[src/rtl/edabk_receiver_if.sv]
// ============================================================================
// Module      : edabk_receiver_if
// Description : Serial-line and receive-FIFO handshake bundle for the
//               edabk UART receiver.
// Revision    : 1.0 - initial release
// ============================================================================
`default_nettype none

`ifndef CFG_DATA_WIDTH
`define CFG_DATA_WIDTH 8
`endif

interface edabk_receiver_if #(
    parameter int DATA_WIDTH = `CFG_DATA_WIDTH
);
    logic                  tick;
    logic                  parity;
    logic                  rx_in;
    logic                  rd;
    logic [DATA_WIDTH-1:0] rx_out;
    logic                  valid;
    logic                  parity_err;
    logic                  frame_err;
    logic                  overrun;

    // Driver side: baud tick, line, configuration and consumer pop.
    modport master (
        output tick, parity, rx_in, rd,
        input  rx_out, valid, parity_err, frame_err, overrun
    );

    // Receiver side.
    modport slave (
        input  tick, parity, rx_in, rd,
        output rx_out, valid, parity_err, frame_err, overrun
    );
endinterface

`default_nettype wire

[src/rtl/edabk_receiver.sv]
// ============================================================================
// Module      : edabk_receiver
// Description : UART receiver with OVERSAMPLE x oversampling. Frame is start
//               bit, DATA_WIDTH data bits LSB-first, optional even parity,
//               one stop bit. Holds the last word with a valid/rd handshake
//               and reports parity, framing and overrun errors.
// Revision    : 1.0 - initial release
// ============================================================================
`default_nettype none

`ifndef CFG_DATA_WIDTH
`define CFG_DATA_WIDTH 8
`endif

module edabk_receiver #(
    parameter int DATA_WIDTH = `CFG_DATA_WIDTH,
    parameter int OVERSAMPLE = 16
) (
    input  wire logic       clk,
    input  wire logic       reset,
    edabk_receiver_if.slave bus
);

    localparam int c_CNT_W = $clog2(OVERSAMPLE);
    localparam int c_IDX_W = (DATA_WIDTH > 1) ? $clog2(DATA_WIDTH) : 1;

    localparam logic [c_CNT_W-1:0] c_CNT_HALF = c_CNT_W'(OVERSAMPLE / 2 - 1);
    localparam logic [c_CNT_W-1:0] c_CNT_FULL = c_CNT_W'(OVERSAMPLE - 1);
    localparam logic [c_IDX_W-1:0] c_IDX_LAST = c_IDX_W'(DATA_WIDTH - 1);

    typedef enum logic [2:0] {
        S_IDLE   = 3'd0,
        S_START  = 3'd1,
        S_DATA   = 3'd2,
        S_PARITY = 3'd3,
        S_STOP   = 3'd4,
        S_BREAK  = 3'd5
    } state_t;

    state_t                 state_q, state_d;
    logic                   sync1_q, sync2_q;
    logic [c_CNT_W-1:0]     cnt_q, cnt_d;
    logic [c_IDX_W-1:0]     bit_idx_q, bit_idx_d;
    logic [DATA_WIDTH-1:0]  shift_q, shift_d;
    logic                   par_en_q, par_en_d;
    logic                   perr_q, perr_d;
    logic [DATA_WIDTH-1:0]  rx_out_q, rx_out_d;
    logic                   valid_q, valid_d;
    logic                   parity_err_q, parity_err_d;
    logic                   frame_err_q, frame_err_d;
    logic                   overrun_q, overrun_d;

    logic                   w_rx_s;
    logic                   w_centre;

    assign w_rx_s   = sync2_q;
    assign w_centre = (cnt_q == c_CNT_FULL);

    // State, counters, synchronizer and output registers.
    always_ff @(posedge clk) begin
        if (reset) begin
            sync1_q      <= 1'b1;
            sync2_q      <= 1'b1;
            state_q      <= S_IDLE;
            cnt_q        <= '0;
            bit_idx_q    <= '0;
            shift_q      <= '0;
            par_en_q     <= 1'b0;
            perr_q       <= 1'b0;
            rx_out_q     <= '0;
            valid_q      <= 1'b0;
            parity_err_q <= 1'b0;
            frame_err_q  <= 1'b0;
            overrun_q    <= 1'b0;
        end else begin
            sync1_q      <= bus.rx_in;
            sync2_q      <= sync1_q;
            state_q      <= state_d;
            cnt_q        <= cnt_d;
            bit_idx_q    <= bit_idx_d;
            shift_q      <= shift_d;
            par_en_q     <= par_en_d;
            perr_q       <= perr_d;
            rx_out_q     <= rx_out_d;
            valid_q      <= valid_d;
            parity_err_q <= parity_err_d;
            frame_err_q  <= frame_err_d;
            overrun_q    <= overrun_d;
        end
    end

    // Frame FSM, bit sampling and the consumer handshake.
    always_comb begin
        state_d      = state_q;
        cnt_d        = cnt_q;
        bit_idx_d    = bit_idx_q;
        shift_d      = shift_q;
        par_en_d     = par_en_q;
        perr_d       = perr_q;
        rx_out_d     = rx_out_q;
        valid_d      = valid_q;
        parity_err_d = parity_err_q;
        frame_err_d  = frame_err_q;
        overrun_d    = overrun_q;

        // A pop only matters when a word is held; a commit below overrides it.
        if (bus.rd && valid_q) begin
            valid_d   = 1'b0;
            overrun_d = 1'b0;
        end

        if (bus.tick) begin
            case (state_q)
                S_IDLE: begin
                    if (!w_rx_s) begin
                        state_d = S_START;
                        cnt_d   = '0;
                    end
                end
                S_START: begin
                    if (cnt_q == c_CNT_HALF) begin
                        if (!w_rx_s) begin
                            state_d   = S_DATA;
                            cnt_d     = '0;
                            bit_idx_d = '0;
                            par_en_d  = bus.parity;
                            perr_d    = 1'b0;
                        end else begin
                            // Start bit gone by its centre: treat as a glitch.
                            state_d = S_IDLE;
                        end
                    end else begin
                        cnt_d = cnt_q + 1'b1;
                    end
                end
                S_DATA: begin
                    if (w_centre) begin
                        shift_d   = {w_rx_s, shift_q[DATA_WIDTH-1:1]};
                        cnt_d     = '0;
                        bit_idx_d = bit_idx_q + 1'b1;
                        if (bit_idx_q == c_IDX_LAST) begin
                            state_d = par_en_q ? S_PARITY : S_STOP;
                        end
                    end else begin
                        cnt_d = cnt_q + 1'b1;
                    end
                end
                S_PARITY: begin
                    if (w_centre) begin
                        perr_d  = w_rx_s ^ (^shift_q);
                        cnt_d   = '0;
                        state_d = S_STOP;
                    end else begin
                        cnt_d = cnt_q + 1'b1;
                    end
                end
                S_STOP: begin
                    if (w_centre) begin
                        rx_out_d     = shift_q;
                        valid_d      = 1'b1;
                        parity_err_d = perr_q;
                        frame_err_d  = ~w_rx_s;
                        // Unread word lost, unless it is popped on this same edge.
                        if (valid_q && !bus.rd) begin
                            overrun_d = 1'b1;
                        end
                        cnt_d   = '0;
                        state_d = w_rx_s ? S_IDLE : S_BREAK;
                    end else begin
                        cnt_d = cnt_q + 1'b1;
                    end
                end
                S_BREAK: begin
                    // Wait for the line to recover so a held-low line is not a new start.
                    if (w_rx_s) begin
                        state_d = S_IDLE;
                    end
                end
                default: begin
                    state_d = S_IDLE;
                end
            endcase
        end
    end

    assign bus.rx_out     = rx_out_q;
    assign bus.valid      = valid_q;
    assign bus.parity_err = parity_err_q;
    assign bus.frame_err  = frame_err_q;
    assign bus.overrun    = overrun_q;

endmodule

`default_nettype wire

[src/flat_wrapper.sv]
// flat-port wrapper written by rule: the top's interface ports become plain ports
module edabk_receiver_flat 
#(
    parameter int DATA_WIDTH = `CFG_DATA_WIDTH,
    parameter int OVERSAMPLE = 16
)
  (clk, reset, bus_tick, bus_parity, bus_rx_in, bus_rd, bus_rx_out, bus_valid, bus_parity_err, bus_frame_err, bus_overrun);
  edabk_receiver_if #(.DATA_WIDTH(DATA_WIDTH)) bus_i ();
  input  wire logic clk;
  input  wire logic reset;
  input wire logic [$bits(bus_i.tick)-1:0] bus_tick;
  input wire logic [$bits(bus_i.parity)-1:0] bus_parity;
  input wire logic [$bits(bus_i.rx_in)-1:0] bus_rx_in;
  input wire logic [$bits(bus_i.rd)-1:0] bus_rd;
  output wire logic [$bits(bus_i.rx_out)-1:0] bus_rx_out;
  output wire logic [$bits(bus_i.valid)-1:0] bus_valid;
  output wire logic [$bits(bus_i.parity_err)-1:0] bus_parity_err;
  output wire logic [$bits(bus_i.frame_err)-1:0] bus_frame_err;
  output wire logic [$bits(bus_i.overrun)-1:0] bus_overrun;
  assign bus_i.tick = bus_tick;
  assign bus_i.parity = bus_parity;
  assign bus_i.rx_in = bus_rx_in;
  assign bus_i.rd = bus_rd;
  assign bus_rx_out = bus_i.rx_out;
  assign bus_valid = bus_i.valid;
  assign bus_parity_err = bus_i.parity_err;
  assign bus_frame_err = bus_i.frame_err;
  assign bus_overrun = bus_i.overrun;
  edabk_receiver #(.DATA_WIDTH(DATA_WIDTH), .OVERSAMPLE(OVERSAMPLE)) u_core (.clk(clk), .reset(reset), .bus(bus_i));
endmodule
[config.mk]
export PLATFORM = sky130hd
export DESIGN_NAME = edabk_receiver_flat
export DESIGN_NICKNAME = d
export VERILOG_FILES = /design/src/rtl/edabk_receiver_if.sv /design/src/rtl/edabk_receiver.sv /design/src/flat_wrapper.sv
export SDC_FILE = /design/constraint.sdc
export NUM_CORES = 1
export LEC_CHECK = 0
export BUFFER_PORTS_ARGS = -buffer_cell sky130_fd_sc_hd__buf_4
export CORE_MARGIN = 1
export CORE_UTILIZATION = 58
export DETAILED_ROUTE_END_ITERATION = 6
export PLACE_DENSITY = 0.84
export SETUP_SLACK_MARGIN = 0.1
export SYNTH_ARGS = -nofsm -noshare
export SYNTH_HDL_FRONTEND = slang
export SYNTH_SLANG_ARGS = --single-unit
export TNS_END_PERCENT = 1
[constraint.sdc]
create_clock -name clk -period 2.87 [get_ports clk]
set_input_delay 0.287 -clock clk [delete_from_list [all_inputs] [get_ports clk]]
set_output_delay 0.287 -clock clk [all_outputs]
set_load 0.05 [all_outputs]
==> parameters.txt <==
Parameter                              Value

Power
  Worst vdd ir    between 400 and 500 uV
  Post-route total power    between 0.9 and 1 mW
  Pleak    approximately 0.67 nW
  Power density normalized to cell area    495 nW/um^2

Logic synthesis
  Most common flop cell mapped by yosys    sky130_fd_sc_hd__dfxtp_1
  Netlist area before placement    around 1700 um^2
  Sequential area share after synthesis    0.412
  Syn_area_per_cell    9.29 um^2
  Net Count, Synth    187
  Post-synth EDFFs    0
  Proportion of synthesized flip-flops having asynchronous set or reset    0
  Number of synthesized register bits    34
  Synthesis warning total    0
  Post-synth cell types    42
  Post-Synthesis Cells    ~180

Floorplan
  Placeable core region    2590 um^2
  Row count    18
  Full die area    3070 um^2
  Width of the chip    ~55 um
  Effective utilization at floorplan    0.638
  I/O pin cnt    18
  Vertical die dimension    about 55 um

Worst setup path
  CP Max Fanout    9
  Kind of start point of the critical path    flop
  Type of the worst setup path    flop to flop
  Crit path DAT    2130 ps
  Req. time, crit path    between 3000 and 4000 ps
  Internal reg-to-reg setup slack    980 ps
  Worst Setup End Kind    flop

Timing
  Sum Neg Setup Slack    0 ps
  Endpoints failing setup    0
  Setup repair after global routing missed its margin    no
  Final-report hold violation count    0
  Achievable clock frequency    about 0.53 GHz
  Setup Skew    about 5 ps
  Crit path time final    around 1900 ps
  Slew HR    0.677
  Final Hold Slack    124 ps
  Worst-Margin Slew    a little under 500 ps
  Max-slew violation count    0
  Final critical-path share of the clock period    0.659

Placement
  Placed Instances    between 200 and 250
  Area of placed instances    1770 um^2
  Global placer's final weighted congestion    about 0.8
  IO Port Bufs    17
  Detailed Place HPWL    around 2.3 mm

Final layout
  Final cell count without fillers    around 220
  Storage cell area    between 600 and 700 um^2
  Net count reported at finish    around 200
  Post-synthesis to final-layout area growth    10.8%
  Number of fill cells in the layout    roughly 200
  Area taken by multi-input logic gates    903 um^2
  Number of antenna repair diodes    0
  Post-Layout Inst Area    1830 um^2
  Layout cell share with drive strength beyond 1    0.175

Global routing
  Remaining Overflow, GRT    0
  Pin count of the biggest net entering global routing    36
  Number of antenna violations at the first check in global routing    0
  First-pass GRT wire length    approximately 5.5 mm
  Global Route Usage Sum    0.229
  Via count of the first global-routing pass    between 1000 and 1500

Drt
  Average wire per cell in the routed design    14.5 um
  Post-detailed-route count of antenna-violating nets    0
  DRT Wirelength    approximately 3.3 mm
  Via count    between 1000 and 1500
  Drc violations    0
  Number of iterations in the first detailed-routing pass    4
  DRT iter0 DRCs    48
  Via-to-Cell Ratio    5.89

Hold path
  Type of the most critical hold path    input pin to flop

Status
  Run status    completed

Clock tree
  Clock Path Buffers    2
  Post-CTS Setup Inserts    0
  Total clock buffers created by CTS    5
  Clock transition at the register clock pins on the worst setup and hold paths after CTS    approximately 100 ps
  CTS H-Tree Depth    2
  Number of resized instances in the post-cts repair step    0
  Post-CTS Hold Buffers    0
  Clk Latency, worst-skew pair    340 ps
  Clock tree from TritonCTS    done
  Clock Root Buffer    sky130_fd_sc_hd__clkbuf_4
  Sink Count    34

Job
  Max-cap violations    0
==> per-layer routing <==
metal / vias up / routed length, um / GRT usage
li1: 648 / - / -
met1: 624 / 1490 / 0.269
met2: 40 / 1550 / 0.377
met3: 8 / 144 / 0.0632
met4: 0 / 67 / 0.125
met5: - / 0 / 0
==> area by class of cell <==
class                      count  share of cell area
multi-input combinational    130               0.493
sequential                    34               0.372
timing repair buffer          18              0.0738
clock buffer                   7              0.0301
tap                           30              0.0205
inverter                       4             0.00820
clock inverter                 1             0.00273
==> Yosys cell counts, types with 3 or more instances <==
master                     instances  share of area
sky130_fd_sc_hd__nand2b_1          5          0.019
sky130_fd_sc_hd__buf_2             4          0.012
sky130_fd_sc_hd__inv_1             4         0.0091
sky130_fd_sc_hd__nor3_1            5          0.015
sky130_fd_sc_hd__a21oi_1          10          0.030
sky130_fd_sc_hd__nand2_1           6          0.014
sky130_fd_sc_hd__xnor2_1           7          0.037
sky130_fd_sc_hd__mux2i_1          22           0.13
sky130_fd_sc_hd__clkbuf_1          4         0.0091
sky130_fd_sc_hd__dfxtp_1          34           0.41
sky130_fd_sc_hd__nor2_1           30          0.068
sky130_fd_sc_hd__nor2b_1           5          0.019
sky130_fd_sc_hd__nand3_1           3         0.0091
sky130_fd_sc_hd__o21ai_1           4          0.012
sky130_fd_sc_hd__ha_1              3          0.023
==> report_power, final <==
part,internal [mW],total (mW),switching [mW]
Combinational,0.0546,0.119,0.0641
Sequential,0.482,0.507,0.0247
Clock,0.119,0.281,0.162
==> per-stage QoR <==
stage	worst slack, ps	utilization
final	980	0.707
after global placement	1100	0.684
after CTS	1010	0.707
after floorplan	1200	-
after detailed placement	1030	0.684
after global routing	813	0.707
==> worst paths after layout <==
kind	startpoint	end	depth (start not counted)
max reg2reg	u_core.cnt_q[0]$_SDFFE_PP0P_	u_core.shift_q[6]$_SDFFE_PP0P_	7
min	bus_rx_in	u_core.sync1_q$_SDFF_PP1_	2
max	u_core.cnt_q[0]$_SDFFE_PP0P_	u_core.shift_q[6]$_SDFFE_PP0P_	7
min reg2reg	u_core.sync1_q$_SDFF_PP1_	u_core.sync2_q$_SDFF_PP1_	1
==> cell usage in the layout (no fill, tap or decap), types with 2 or more instances in the layout <==
cell type / n
sky130_fd_sc_hd__dfxtp_1: 34
sky130_fd_sc_hd__nor2_1: 30
sky130_fd_sc_hd__mux2i_1: 22
sky130_fd_sc_hd__buf_4: 18
sky130_fd_sc_hd__a21oi_1: 10
sky130_fd_sc_hd__xnor2_1: 7
sky130_fd_sc_hd__nand2_1: 6
sky130_fd_sc_hd__nand2b_1: 5
sky130_fd_sc_hd__nor2b_1: 5
sky130_fd_sc_hd__nor3_1: 5
sky130_fd_sc_hd__clkbuf_4: 5
sky130_fd_sc_hd__inv_1: 4
sky130_fd_sc_hd__o21ai_1: 4
sky130_fd_sc_hd__nand3_1: 3
sky130_fd_sc_hd__ha_1: 3
sky130_fd_sc_hd__o31ai_1: 2
sky130_fd_sc_hd__or2_2: 2
sky130_fd_sc_hd__nor3b_1: 2
sky130_fd_sc_hd__a211oi_1: 2
sky130_fd_sc_hd__and2_1: 2
==> kinds of logic after synthesis <==
kind of cell | Yosys count | synth area share
buffers and inverters | 14 | 0.0416
XOR/XNOR | 8 | 0.0424
adder cells (fa/ha/maj) | 3 | 0.0227
flip-flops | 34 | 0.412
multiplexers | 22 | 0.133
AO/OA/AOI/OAI | 26 | 0.121
AND/OR/NAND/NOR | 71 | 0.227
==> flip-flops by register name, indices dropped and copies added (netlist names), named ones only <==
signal,flops
u_core.bit_idx_q,3
u_core.bus.frame_err,1
u_core.bus.parity_err,1
u_core.bus.rx_out,8
u_core.bus.valid,1
u_core.cnt_q,4
u_core.par_en_q,1
u_core.perr_q,1
u_core.shift_q,8
u_core.state_q,3
u_core.sync1_q,1
u_core.sync2_q,1
==> critical path, stage by stage (launching register included) <==
cell and delay (ps):
sky130_fd_sc_hd__dfxtp_1 430, sky130_fd_sc_hd__ha_1 250, sky130_fd_sc_hd__and3_1 260, sky130_fd_sc_hd__nand2_1 140
sky130_fd_sc_hd__nor3_1 190, sky130_fd_sc_hd__buf_4 240, sky130_fd_sc_hd__mux2i_1 220, sky130_fd_sc_hd__nor2_1 50
No activity file was read; power rests on OpenSTA's default activity.
